`config.mk`:
```
export PLATFORM = sky130hd
export DESIGN_NAME = sram_rr_ctrl
export DESIGN_NICKNAME = d
export VERILOG_FILES = /design/src/rtl/sram_rr_ctrl_pkg.sv /design/src/rtl/sram_rr_ctrl_arb.sv /design/src/rtl/sram_rr_ctrl.sv
export SDC_FILE = /design/constraint.sdc
export NUM_CORES = 1
export LEC_CHECK = 0
export ABC_AREA = 1
export BUFFER_PORTS_ARGS = -buffer_cell sky130_fd_sc_hd__buf_4
export CAP_MARGIN = 20
export CORE_MARGIN = 4
export CORE_UTILIZATION = 40
export CTS_CLUSTER_DIAMETER = 50
export CTS_CLUSTER_SIZE = 30
export DETAILED_ROUTE_END_ITERATION = 8
export PLACE_DENSITY = 0.65
export SLEW_MARGIN = 10
export SYNTH_ARGS = -nofsm -noshare
export SYNTH_HDL_FRONTEND = slang
export SYNTH_HIERARCHICAL = 1
export SYNTH_SLANG_ARGS = --single-unit
```
`constraint.sdc`:
```
create_clock -name clk -period 2.8 [get_ports clk]
set_input_delay 0.56 -clock clk [delete_from_list [all_inputs] [get_ports clk]]
set_output_delay 0.56 -clock clk [all_outputs]
set_load 0.03 [all_outputs]
```
`src/rtl/sram_rr_ctrl_pkg.sv`:
```
// Shared types and default sizing for the round-robin SRAM front-end.
package sram_ctrl_pkg;

    localparam int WIDTH_DEF = 8;
    localparam int DEPTH_DEF = 16;
    localparam int ADDR_DEF  = 16;

    typedef enum logic {
        ST_INIT,
        ST_SERVE
    } state_e;

    // Travels with each read so the returning word lands on its owner's port.
    typedef struct packed {
        logic valid;
        logic port;
        logic err;
    } rd_tag_t;

endpackage

```
`src/rtl/sram_rr_ctrl_arb.sv`:
```
// Two-requester round-robin arbiter: combinational grant, registered last-grant pointer.
module rr_arb2 (
    input  logic clk,
    input  logic rst,
    input  logic en,
    input  logic req0,
    input  logic req1,
    output logic gnt0,
    output logic gnt1
);

    logic last_q, last_d;

    always_comb begin
        gnt0   = 1'b0;
        gnt1   = 1'b0;
        last_d = last_q;
        if (en) begin
            // On a tie the port that was not granted last wins.
            if (req0 && req1) begin
                gnt0 = last_q;
                gnt1 = ~last_q;
            end else begin
                gnt0 = req0;
                gnt1 = req1;
            end
        end
        if (gnt0) last_d = 1'b0;
        if (gnt1) last_d = 1'b1;
    end

    always_ff @(posedge clk or posedge rst) begin
        if (rst) last_q <= 1'b1;
        else     last_q <= last_d;
    end

endmodule

```
`src/rtl/sram_rr_ctrl.sv`:
```
// Zero-fill sweep after reset, then round-robin read/write service of two ports
// onto one registered SRAM port with a two-stage read-return pipeline.
//
// state    | meaning
// ST_INIT  | writing zeros to addresses 0..DEPTH-1, one per cycle, train mode
// ST_SERVE | arbitrating p0/p1 requests onto the SRAM
module sram_rr_ctrl
    import sram_ctrl_pkg::*;
#(
    parameter int WIDTH = WIDTH_DEF,
    parameter int DEPTH = DEPTH_DEF,
    parameter int ADDR  = ADDR_DEF
) (
    input  logic             clk,
    input  logic             rst,
    input  logic             p0_req,
    input  logic             p0_we,
    input  logic [ADDR-1:0]  p0_addr,
    input  logic [WIDTH-1:0] p0_wdata,
    output logic             p0_gnt,
    output logic             p0_rvalid,
    output logic [WIDTH-1:0] p0_rdata,
    input  logic             p1_req,
    input  logic             p1_we,
    input  logic [ADDR-1:0]  p1_addr,
    input  logic [WIDTH-1:0] p1_wdata,
    output logic             p1_gnt,
    output logic             p1_rvalid,
    output logic [WIDTH-1:0] p1_rdata,
    output logic             sram_wren,
    output logic             sram_rden,
    output logic             sram_boot_mode,
    output logic             sram_train_mode,
    output logic [ADDR-1:0]  sram_addr,
    output logic [WIDTH-1:0] sram_data_in,
    input  logic [WIDTH-1:0] sram_data_out,
    output logic             init_done,
    output logic             addr_err
);

    state_e           state_q, state_d;
    logic [ADDR-1:0]  cnt_q, cnt_d;
    logic             wren_q, wren_d, rden_q, rden_d;
    logic             boot_q, boot_d, train_q, train_d;
    logic [ADDR-1:0]  addr_q, addr_d;
    logic [WIDTH-1:0] din_q, din_d;
    logic             gnt0_q, gnt0_d, gnt1_q, gnt1_d;
    logic             err_q, err_d, done_q, done_d;
    logic             rv0_q, rv0_d, rv1_q, rv1_d;
    logic [WIDTH-1:0] rdata0_q, rdata0_d, rdata1_q, rdata1_d;
    rd_tag_t          tag1_q, tag1_d, tag2_q, tag2_d;

    logic             arb_en, arb_g0, arb_g1;
    logic             sel_we, sel_oob;
    logic [ADDR-1:0]  sel_addr;
    logic [WIDTH-1:0] sel_wdata, rd_word;

    assign arb_en = (state_q == ST_SERVE);

    rr_arb2 u_arb (
        .clk  (clk),
        .rst  (rst),
        .en   (arb_en),
        .req0 (p0_req),
        .req1 (p1_req),
        .gnt0 (arb_g0),
        .gnt1 (arb_g1)
    );

    always_comb begin
        sel_we    = arb_g1 ? p1_we    : p0_we;
        sel_addr  = arb_g1 ? p1_addr  : p0_addr;
        sel_wdata = arb_g1 ? p1_wdata : p0_wdata;
        sel_oob   = (sel_addr >= ADDR'(DEPTH));
        rd_word   = tag2_q.err ? '0 : sram_data_out;
    end

    always_comb begin
        state_d  = state_q;
        cnt_d    = cnt_q;
        wren_d   = 1'b0;
        rden_d   = 1'b0;
        boot_d   = 1'b0;
        train_d  = 1'b0;
        addr_d   = addr_q;
        din_d    = din_q;
        gnt0_d   = 1'b0;
        gnt1_d   = 1'b0;
        err_d    = 1'b0;
        done_d   = (state_q == ST_SERVE);
        tag1_d   = '0;
        tag2_d   = tag1_q;
        rv0_d    = 1'b0;
        rv1_d    = 1'b0;
        rdata0_d = rdata0_q;
        rdata1_d = rdata1_q;

        case (state_q)
            ST_INIT: begin
                wren_d  = 1'b1;
                train_d = 1'b1;
                addr_d  = cnt_q;
                din_d   = '0;
                cnt_d   = cnt_q + ADDR'(1);
                if (cnt_q == ADDR'(DEPTH - 1)) begin
                    state_d = ST_SERVE;
                    cnt_d   = '0;
                end
            end
            ST_SERVE: begin
                if (arb_g0 || arb_g1) begin
                    gnt0_d = arb_g0;
                    gnt1_d = arb_g1;
                    err_d  = sel_oob;
                    // Out-of-range requests are acknowledged but never reach the array.
                    if (!sel_oob) begin
                        addr_d = sel_addr;
                        if (sel_we) begin
                            wren_d = 1'b1;
                            din_d  = sel_wdata;
                        end else begin
                            rden_d = 1'b1;
                            boot_d = 1'b1;
                        end
                    end
                    tag1_d.valid = ~sel_we;
                    tag1_d.port  = arb_g1;
                    tag1_d.err   = sel_oob;
                end
            end
            default: state_d = ST_INIT;
        endcase

        if (tag2_q.valid) begin
            if (tag2_q.port) begin
                rv1_d    = 1'b1;
                rdata1_d = rd_word;
            end else begin
                rv0_d    = 1'b1;
                rdata0_d = rd_word;
            end
        end
    end

    always_ff @(posedge clk or posedge rst) begin
        if (rst) begin
            state_q  <= ST_INIT;
            cnt_q    <= '0;
            wren_q   <= 1'b0;
            rden_q   <= 1'b0;
            boot_q   <= 1'b0;
            train_q  <= 1'b0;
            addr_q   <= '0;
            din_q    <= '0;
            gnt0_q   <= 1'b0;
            gnt1_q   <= 1'b0;
            err_q    <= 1'b0;
            done_q   <= 1'b0;
            tag1_q   <= '0;
            tag2_q   <= '0;
            rv0_q    <= 1'b0;
            rv1_q    <= 1'b0;
            rdata0_q <= '0;
            rdata1_q <= '0;
        end else begin
            state_q  <= state_d;
            cnt_q    <= cnt_d;
            wren_q   <= wren_d;
            rden_q   <= rden_d;
            boot_q   <= boot_d;
            train_q  <= train_d;
            addr_q   <= addr_d;
            din_q    <= din_d;
            gnt0_q   <= gnt0_d;
            gnt1_q   <= gnt1_d;
            err_q    <= err_d;
            done_q   <= done_d;
            tag1_q   <= tag1_d;
            tag2_q   <= tag2_d;
            rv0_q    <= rv0_d;
            rv1_q    <= rv1_d;
            rdata0_q <= rdata0_d;
            rdata1_q <= rdata1_d;
        end
    end

    assign sram_wren       = wren_q;
    assign sram_rden       = rden_q;
    assign sram_boot_mode  = boot_q;
    assign sram_train_mode = train_q;
    assign sram_addr       = addr_q;
    assign sram_data_in    = din_q;
    assign p0_gnt          = gnt0_q;
    assign p1_gnt          = gnt1_q;
    assign addr_err        = err_q;
    assign init_done       = done_q;
    assign p0_rvalid       = rv0_q;
    assign p1_rvalid       = rv1_q;
    assign p0_rdata        = rdata0_q;
    assign p1_rdata        = rdata1_q;

endmodule

```
==> results.sh, run 1 <==
export IMPL_setup_viol=0
export IMPL_finClkSkew_ps=9.486
export IMPL_clkLatencyLatePin_ps=340
export IMPL_worst_slack_ps=666.1
export IMPL_syn_area_sq_um=3491
export IMPL_yosysWarnings=6
export IMPL_drtAntennaViolNets=0
export IMPL_postCtsResizedCells=0
export IMPL_status="complete, no violations"
export IMPL_place_detailed_hpwl_mm=6.540
export IMPL_yosysSeqAreaShare=0.5093
export IMPL_drt_pass1_iter_count=4
export IMPL_layout_common_cells="181 x nand2_1, 114 x buf_4, 70 x dfrtp_1, 63 x inv_1"
export IMPL_layout_nets=629
export IMPL_cts_hold_buf=0
export IMPL_ys_types=29
export IMPL_cts_sinks=71
export IMPL_crit_type="reg2reg"
export IMPL_grt_total_usage=0.1724
export IMPL_grt_overflow=0
export IMPL_routedWlPerCell_um=12.71
export IMPL_hold_path_class="in2async"
export IMPL_power_leakage_nw=2.635
export IMPL_synthTopCellsByArea="dfrtp_1 50%, nand2_1 19%, inv_1 6.9%, nand3_1 3.7%, nor2_1 2.8%"
export IMPL_synth_top_cell_area_share=0.5018
export IMPL_switching_share=0.2806
export IMPL_grtUsageMet2=0.2741
export IMPL_hold_viol=0
export IMPL_coreArea_sq_um=8341
export IMPL_grt_pass1_vias=2898
export IMPL_grtUsageMet1=0.2290
export IMPL_p_per_area_nw_per_um2=533.1
export IMPL_io_pins=112
export IMPL_slew_viol_final=0
export IMPL_die_w_um=101.4
export IMPL_synthFlopType="dfrtp_1"
export IMPL_required_ps=3040
export IMPL_cts_made_buffers=9
export IMPL_path_clk_slew_ps=80
export IMPL_cts_max_level=3
export IMPL_cap_violations=0
export IMPL_final_core_util=0.5558
export IMPL_syn_to_final_growth_pct=32.80
export IMPL_tightestPinTransition_ps=461.1
export IMPL_critPathLaunchType="flip-flop"
export IMPL_gr_max_usage_layer="met2"
export IMPL_cts_root_buf="clkbuf_8"
export IMPL_vias=3130
export IMPL_pwr_share_comb=0.181
export IMPL_initial_utilization=0.4185
export IMPL_cp_max_fo=23
export IMPL_route_detailed_drc=0
export IMPL_post_cts_buffers=0
export IMPL_final_layout_size_suffix_gt1_frac=0.2627
export IMPL_synthCells=455
export IMPL_ir_worst_vdd_v=0.0002443
export IMPL_final_common_cell="nand2_1"
export IMPL_final_cells=676
export IMPL_dp_slack_ps=506.2
export IMPL_relSlewSlack=0.6923
export IMPL_p_int_mw=1.778
export IMPL_grt_pass1_wl_mm=14.01
export IMPL_clock_path_buffers=2
export IMPL_synth_edf_count=0
export IMPL_die_y_um=101.4
export IMPL_hold_ws_ps=224.1
export IMPL_end_kind="flip-flop"
export IMPL_n_antenna_cell=0
export IMPL_use_met3=0.03926
export IMPL_gp_congestion=0.8363
export IMPL_syn_num_nets=518
export IMPL_grt_max_degree=71
export IMPL_finalCritPeriodShare=0.7621
export IMPL_rsz0062_at_grt="false"
export IMPL_worstPathArrival_ps=2370
export IMPL_drtIter0Drc=140
export IMPL_cts_tree="built"
export IMPL_clockPowerShare=0.364
export IMPL_p_seq_frac=0.455
export IMPL_ys_ff_latch=71
export IMPL_tns_ps=0
export IMPL_switchingPower_mw=0.6936
export IMPL_postSynth_asyncResetShare=1.000
export IMPL_fmax_ghz=0.4686
export IMPL_filler_cell_count=809
export IMPL_antenna_found_initial=0
export IMPL_synth_top_cell_by_area="dfrtp_1"
export IMPL_vias_per_cell=4.630
export IMPL_portBuffers=111
export IMPL_fp_row_count=33
export IMPL_period_minus_slack_ps=2134
export IMPL_dp_cells=660
export IMPL_routed_wl_mm=8.589
export IMPL_multiInputGateArea_sq_um=1378
export IMPL_regArea_sq_um=1778
export IMPL_dieArea_sq_um=10290
export IMPL_postSynthAreaPerCell_sq_um=7.672
-- through the flow --
stage | area (sq um) | power, mW
after floorplan | 3491 | 1.401
after global routing | 4636 | 2.596
after global placement | 4414 | 1.590
after detailed placement | 4414 | 1.597
after CTS | 4636 | 2.493
final | 4636 | 2.471
-- power groups by stage --
| stage | Sequential (mW) | Combinational [mW] | Clock, mW |
|---|---|---|---|
| final | 1.12 | 0.447 | 0.900 |
| after CTS | 1.12 | 0.453 | 0.915 |
| after detailed placement | 1.14 | 0.452 | 0 |
| after floorplan | 1.25 | 0.153 | 0 |
| after global placement | 1.14 | 0.447 | 0 |
| after global routing | 1.13 | 0.491 | 0.973 |
-- worst max-delay path, stage by stage (launching register included) --
cell and delay, ps:
dfstp_2 550, nand2_1 50, nand2_1 80, inv_1 60, inv_2 280, nand2_1 90, nand2_1 70, nand2_1 40
nor2_1 150, nand3_2 150, nand2_4 180, nand2_2 150, nand2_1 120, nand2_1 50
-- state kept, by name, summed over array words and instances, names as in the netlist --
signal	cells
p1_rdata	8
p1_gnt	1
cnt_q	16
tag1_q	1
u_arb/last_q	1
sram_boot_mode	1
arb_en	1
sram_addr	16
sram_train_mode	1
p0_rvalid	1
sram_data_in	8
sram_wren	1
tag2_q	3
p0_gnt	1
addr_err	1
p1_rvalid	1
init_done	1
p0_rdata	8
-- metal layers --
metal | wire, um | share of wire
met5 | 0 | 0
met4 | 165 | 0.019
met1 | 3844 | 0.45
met3 | 544 | 0.063
met2 | 4035 | 0.47
-- logic make-up (layout without fill, tap and decap cells) --
group / Yosys count / after routing / share of synthesized area
compound gates: 29 / 29 / 0.04337
xor+xnor: 7 / 7 / 0.01756
fa+ha+maj: 1 / 1 / 0.003584
flops: 71 / 71 / 0.5093
buf+inv: 82 / 198 / 0.09606
simple gates: 257 / 257 / 0.3043
mux: 8 / 8 / 0.02581
-- final timing paths --
path	startpoint	depth (start not counted)	slack [ps]	endpoint
min	rst	2	220	u_arb/last_q
max reg2reg	u_arb/last_q	13	670	sram_data_in[6]
min in group clk	tag1_q[2]	0	380	tag2_q[2]
max	u_arb/last_q	13	670	sram_data_in[6]
max in group asynchronous	rst	3	2210	p1_rdata[1]
min reg2reg	tag1_q[2]	0	380	tag2_q[2]
-- cell usage after synthesis, types with 2 or more instances --
master / n
a21oi_1: 10
buf_4: 5
clkbuf_1: 8
clkinv_1: 2
dfrtp_1: 70
inv_1: 64
mux2_2: 8
nand2_1: 181
nand2_4: 2
nand3_1: 26
nand4_1: 4
nor2_1: 26
nor3_1: 10
nor4_1: 3
o21ai_0: 16
o22ai_1: 2
xor2_1: 6
-- final cells by class --
cell class	instances	share of cell area
clock buffer	9	0.02672
clock inverter	7	0.02105
inverter	67	0.05425
multi-input combinational	302	0.2972
sequential	71	0.3835
tap	105	0.02834
timing repair buffer	115	0.1889
No activity file was read; power rests on OpenSTA's default activity.
==> inputs of run 2 (changes only) <==
--- a/config.mk
+++ b/config.mk
@@ -13,7 +13,7 @@
 export CTS_CLUSTER_DIAMETER = 50
 export CTS_CLUSTER_SIZE = 30
 export DETAILED_ROUTE_END_ITERATION = 8
-export PLACE_DENSITY = 0.65
+export PLACE_DENSITY = 0.68
 export SLEW_MARGIN = 10
 export SYNTH_ARGS = -nofsm -noshare
 export SYNTH_HDL_FRONTEND = slang
==> constraint.sdc (replaced) <==
create_clock -name clk -period 1.87 [get_ports clk]
set_input_delay 0.374 -clock clk [delete_from_list [all_inputs] [get_ports clk]]
set_output_delay 0.374 -clock clk [all_outputs]
set_load 0.03 [all_outputs]
==> run 2 against run 1 <==
  * Combinational power rose by 62%
  * Core utilization up 2.9 points
  * Sequential share of layout area fell by 1.9 points
  * Non-clock buffer count is 17 higher
  * Die area did not move
  * Hold slack got worse by 180 ps
  * Final area rose by 5.1%
  * Clock skew is 3.2 ps lower
  * Total power up 46%
  * Sequential power increased by 50%
  * Sequential cell count unchanged
  * Fmax grew 17%
  * Largest power group unchanged
==> results.sh, run 2 (synthesis results as in run 1) <==
export IMPL_status="complete, no violations"
export IMPL_critPathLaunchType="flip-flop"
export IMPL_cts_tree="built"
export IMPL_path_clk_slew_ps=80
export IMPL_grt_pass1_wl_mm=14.55
export IMPL_ff2ff_path_depth=12
export IMPL_fmax_ghz=0.5476
export IMPL_required_ps=2090
export IMPL_path_cells="nand2_2, nand2_2, inv_4, buf_6, o21ai_2, nand2_1, nor2_2, nand3_4, nand2_8, nand2_8, nand2_1, nand2_1"
export IMPL_r2r_end="sram_addr[0]"
export IMPL_cpMaxStageDelayCell="dfstp_2"
export IMPL_crit_end="sram_addr[0]"
export IMPL_rsz0062_at_grt="true"
export IMPL_routed_wl_mm=8.783
export IMPL_r2r_start="u_arb/last_q"
export IMPL_tightestPinTransition_ps=476.9
export IMPL_slowest_delay_ps=560
export IMPL_vias=3280
export IMPL_place_detailed_hpwl_mm=6.752
export IMPL_fp_row_count=33
export IMPL_p_seq_frac=0.466
export IMPL_worstPathArrival_ps=2040
export IMPL_layout_common_cells="172 x nand2_1, 125 x buf_4, 70 x dfrtp_1, 62 x inv_1, 26 x nand3_1"
export IMPL_routedWlPerCell_um=12.66
export IMPL_die_w_um=101.4
export IMPL_drt_pass1_iter_count=4
export IMPL_drtAntennaViolNets=0
export IMPL_hold_path_class="in2async"
export IMPL_io_pins=112
export IMPL_final_core_util=0.5843
export IMPL_crit_top_cell="nand2_1"
export IMPL_vias_per_cell=4.726
export IMPL_clkLatencyLatePin_ps=330
export IMPL_grt_overflow=0
export IMPL_clock_path_buffers=2
export IMPL_dieArea_sq_um=10290
export IMPL_ir_worst_vdd_v=0.0004599
export IMPL_n_antenna_cell=0
export IMPL_relSlewSlack=0.6817
export IMPL_layout_nets=647
export IMPL_reg2reg_slack_ps=40
export IMPL_switching_share=0.2899
export IMPL_finClkSkew_ps=6.298
export IMPL_crit_type="reg2reg"
export IMPL_cts_sinks=71
export IMPL_final_common_cell="nand2_1"
export IMPL_pwr_share_comb=0.201
export IMPL_hold_viol=0
export IMPL_grt_total_usage=0.1766
export IMPL_die_y_um=101.4
export IMPL_power_leakage_nw=2.716
export IMPL_cap_violations=0
export IMPL_cts_root_buf="clkbuf_8"
export IMPL_p_int_mw=2.564
export IMPL_final_layout_size_suffix_gt1_frac=0.3107
export IMPL_tns_ps=0
export IMPL_coreArea_sq_um=8341
export IMPL_drtIter0Drc=169
export IMPL_grt_max_degree=37
export IMPL_initial_utilization=0.4185
export IMPL_route_detailed_drc=0
export IMPL_p_per_area_nw_per_um2=740.9
export IMPL_clockPowerShare=0.333
export IMPL_hold_ws_ps=47.41
export IMPL_grt_pass1_vias=3170
export IMPL_setup_viol=0
export IMPL_cp_startpoint="u_arb/last_q"
export IMPL_antenna_found_initial=0
export IMPL_gp_congestion=0.8806
export IMPL_cp_max_fo=8
export IMPL_finalCritPeriodShare=0.9766
export IMPL_cts_made_buffers=9
export IMPL_portBuffers=111
export IMPL_filler_cell_count=766
export IMPL_syn_to_final_growth_pct=39.61
export IMPL_end_kind="flip-flop"
export IMPL_switchingPower_mw=1.047
export IMPL_cts_max_level=3
export IMPL_slew_viol_final=0
export IMPL_period_minus_slack_ps=1826
## run 2: metal layers
metal	vias to the layer above	part of all wire	global-route usage
met3	8	0.052	0.03099
li1	1656	-	-
met2	85	0.49	0.2973
met5	-	0	0
met1	1531	0.44	0.2323
met4	0	0.0099	0.05624
## run 2: power by group through the flow
stage	registers (mW)	clock network (mW)	logic, mW
floorplan	1.87	0	0.229
global placement	1.71	0	0.694
detailed placement	1.71	0	0.704
CTS	1.68	1.24	0.716
global route	1.69	1.31	0.795
finish	1.68	1.20	0.725
## run 2: repair_timing
action	4_1_cts	5_1_grt
setup endpoints to repair	24	27
buffers inserted	1	0
pin swaps	2	6
hold buffers	0	0
resized for setup	12	23
gates cloned	1	1
## run 2: worst max-delay path: cells and delay by family, from the launching register on
kind,cells,cell delay [ps]
and+or+nand+nor,9,850
DFF,1,560
buffers and inverters,2,190
AOI/OAI and AO/OA,1,120
## run 2: worst min path at each step
stage               startpoint           end  slack, ps  depth (start not counted)
finish                     rst      cnt_q[1]         50                          2
floorplan                  rst  u_arb/last_q        260                          1
global placement     tag1_q[2]     tag2_q[2]        330                          0
global route               rst  u_arb/last_q         60                          2
detailed placement   tag1_q[2]     tag2_q[2]        350                          0
CTS                        rst  u_arb/last_q         40                          2
## run 2: cell type report
cell class	instances	area, sq um	area share
tap	105	131.4	0.02696
clock inverter	6	70.07	0.01438
clock buffer	10	127.6	0.02619
sequential	71	1778	0.3648
inverter	67	265.3	0.05443
multi-input combinational	303	1475	0.3027
timing repair buffer	132	1026	0.2105
## run 2: per-stage QoR
step / setup slack, ps / power [mW] / instance area (sq um) / cells
after floorplan: 103.6 / 2.098 / 3495 / 455
after global placement: -21.74 / 2.404 / 4531 / 675
after detailed placement: -58.27 / 2.418 / 4531 / 675
after CTS: -2.562 / 3.642 / 4790 / 693
after global routing: -83.75 / 3.799 / 4873 / 694
final: 43.83 / 3.611 / 4873 / 694
==> inputs of run 3 (changes only) <==
--- a/config.mk
+++ b/config.mk
@@ -8,12 +8,12 @@
 export ABC_AREA = 1
 export BUFFER_PORTS_ARGS = -buffer_cell sky130_fd_sc_hd__buf_4
 export CAP_MARGIN = 20
+export CORE_ASPECT_RATIO = 0.9
 export CORE_MARGIN = 4
-export CORE_UTILIZATION = 40
+export CORE_UTILIZATION = 35
 export CTS_CLUSTER_DIAMETER = 50
 export CTS_CLUSTER_SIZE = 30
 export DETAILED_ROUTE_END_ITERATION = 8
-export PLACE_DENSITY = 0.68
 export SLEW_MARGIN = 10
 export SYNTH_ARGS = -nofsm -noshare
 export SYNTH_HDL_FRONTEND = slang
==> run 3 against run 2 <==
  * The flow now finishes with violations (negative setup slack)
  * Count of clock-buffer cells in the layout down 1
  * Critical path depth down 1
  * Fmax down 3.6%
  * Total power up 5.4%
  * Combinational power up 2.8%
  * Register-to-register slack worse by 70 ps
==> results.sh, run 3 (synthesis results as in run 1) <==
export IMPL_antenna_found_initial=0
export IMPL_rsz0062_at_grt="true"
export IMPL_path_cells="nand2_2, nand2_2, inv_2, buf_12, buf_4, nor2_2, buf_4, nand2_2, buf_4, nand3_1, nand2_1"
export IMPL_end_kind="flip-flop"
export IMPL_cts_made_buffers=9
export IMPL_coreArea_sq_um=9699
export IMPL_cts_tree="built"
export IMPL_initial_utilization=0.3599
export IMPL_final_layout_size_suffix_gt1_frac=0.3176
export IMPL_route_detailed_drc=0
export IMPL_grt_total_usage=0.1629
export IMPL_cp_max_fo=10
export IMPL_relSlewSlack=0.6534
export IMPL_gp_congestion=0.8312
export IMPL_portBuffers=111
export IMPL_hold_viol=0
export IMPL_vias_per_cell=4.446
export IMPL_violations="negative setup slack"
export IMPL_grt_pass1_wl_mm=15.13
export IMPL_slowest_delay_ps=550
export IMPL_grt_max_degree=35
export IMPL_cap_violations=0
export IMPL_cts_root_buf="clkbuf_8"
export IMPL_clkLatencyLatePin_ps=340
export IMPL_finalCritPeriodShare=1.013
export IMPL_regArea_sq_um=1778
export IMPL_layout_nets=650
export IMPL_ir_worst_vdd_v=0.0004947
export IMPL_r2r_start="u_arb/last_q"
export IMPL_layout_common_cells="171 x nand2_1, 128 x buf_4, 70 x dfrtp_1, 62 x inv_1, 25 x nand3_1"
export IMPL_power_leakage_nw=2.757
export IMPL_fmax_ghz=0.5279
export IMPL_finClkSkew_ps=11.72
export IMPL_drt_pass1_iter_count=4
export IMPL_final_common_cell="nand2_1"
export IMPL_path_clk_slew_ps=80
export IMPL_drtAntennaViolNets=0
export IMPL_fp_row_count=34
export IMPL_ff2ff_path_depth=11
export IMPL_die_w_um=113.3
export IMPL_place_area_sq_um=4604
export IMPL_crit_type="reg2reg"
export IMPL_routed_wl_mm=9.151
export IMPL_io_pins=112
export IMPL_setup_viol=2
export IMPL_worst_slack_ps=-24.39
export IMPL_r2r_end="sram_addr[1]"
export IMPL_cts_hold_buf=0
export IMPL_cpMaxStageDelayCell="dfstp_2"
export IMPL_multiInputGateArea_sq_um=1474
export IMPL_p_per_area_nw_per_um2=764.8
export IMPL_postLayoutCellArea_sq_um=4975
export IMPL_die_y_um=102.7
export IMPL_slew_viol_final=0
export IMPL_reg2reg_slack_ps=-20
export IMPL_syn_to_final_growth_pct=42.51
export IMPL_critPathLaunchType="flip-flop"
export IMPL_hold_ws_ps=41.90
export IMPL_cts_sinks=71
export IMPL_status="finished, violations left"
export IMPL_clock_path_buffers=2
export IMPL_grt_overflow=0
export IMPL_period_minus_slack_ps=1894
export IMPL_tightestPinTransition_ps=518.7
export IMPL_drtIter0Drc=161
export IMPL_dieArea_sq_um=11640
export IMPL_place_detailed_hpwl_mm=7.017
export IMPL_cts_max_level=3
export IMPL_worstPathArrival_ps=2130
export IMPL_filler_cell_count=925
export IMPL_grt_pass1_vias=3162
export IMPL_routedWlPerCell_um=12.75
export IMPL_required_ps=2100
export IMPL_vias=3192
export IMPL_hold_path_class="in2async"
export IMPL_cp_startpoint="u_arb/last_q"
export IMPL_n_antenna_cell=0
[run 3: cell types whose count changed in the layout (fill, tap and decap cells not counted), sizes merged]
cell / change
clkinvlp: -3
buf: +3
bufinv: +1
clkinv: +3
clkbuf: -1
[run 3: layer usage]
metal / global-route usage / vias up / share of wire
met5: 0 / - / 0
met4: 0.04713 / 0 / 0.012
met3: 0.03932 / 8 / 0.053
met2: 0.2687 / 69 / 0.47
met1: 0.2159 / 1448 / 0.46
li1: - / 1667 / -
[run 3: stage by stage]
stage | std cells | worst slack [ps] | utilization | setup TNS [ps] | total power [mW]
floorplan | 455 | 103.6 | - | 0 | 2.098
global placement | 699 | -45.61 | 0.4747 | -656.1 | 2.423
detailed placement | 699 | -122.1 | 0.4747 | -2484 | 2.434
CTS | 715 | 5.030 | 0.5017 | 0 | 3.838
global route | 718 | -102.6 | 0.5129 | -2089 | 3.994
finish | 718 | -24.39 | 0.5129 | -34.38 | 3.804
[run 3: critical path, delay by kind of cell, from the launching register on]
| kind | cells | cell delay [ps] |
|---|---|---|
| buffers and inverters | 5 | 660 |
| flip-flops | 1 | 550 |
| AND/OR/NAND/NOR | 6 | 560 |
[run 3: power breakdown]
| group | switching (mW) | internal (mW) | total, mW | leakage (nW) |
|---|---|---|---|---|
| sequential | 0.0550 | 1.63 | 1.68 | 0.929 |
| combinational | 0.421 | 0.324 | 0.745 | 1.71 |
| clock | 0.609 | 0.767 | 1.38 | 0.114 |
| total | 1.08 | 2.72 | 3.80 | 2.76 |
[run 3: worst max path at each step]
stage | endpoint | slack (ps)
2_1_floorplan | sram_addr[0] | 100
3_3_place_gp | sram_data_in[1] | -50
3_5_place_dp | sram_data_in[2] | -120
4_1_cts | sram_addr[3] | 5
5_1_grt | sram_addr[2] | -100
6_report | sram_addr[1] | -20
[run 3: cell type report]
type / instances / area share
clock buffer: 9 / 0.02490
clock inverter: 7 / 0.02088
inverter: 67 / 0.05382
multi-input combinational: 303 / 0.2963
sequential: 71 / 0.3574
tap: 126 / 0.03169
timing repair buffer: 135 / 0.2150
[run 3: timing repair]
action / in CTS / in global routing
pin swaps: 1 / 9
gates resized for setup: 10 / 24
endpoints found under the setup margin: 26 / 31
gates cloned: 0 / 1
setup buffers: 0 / 2
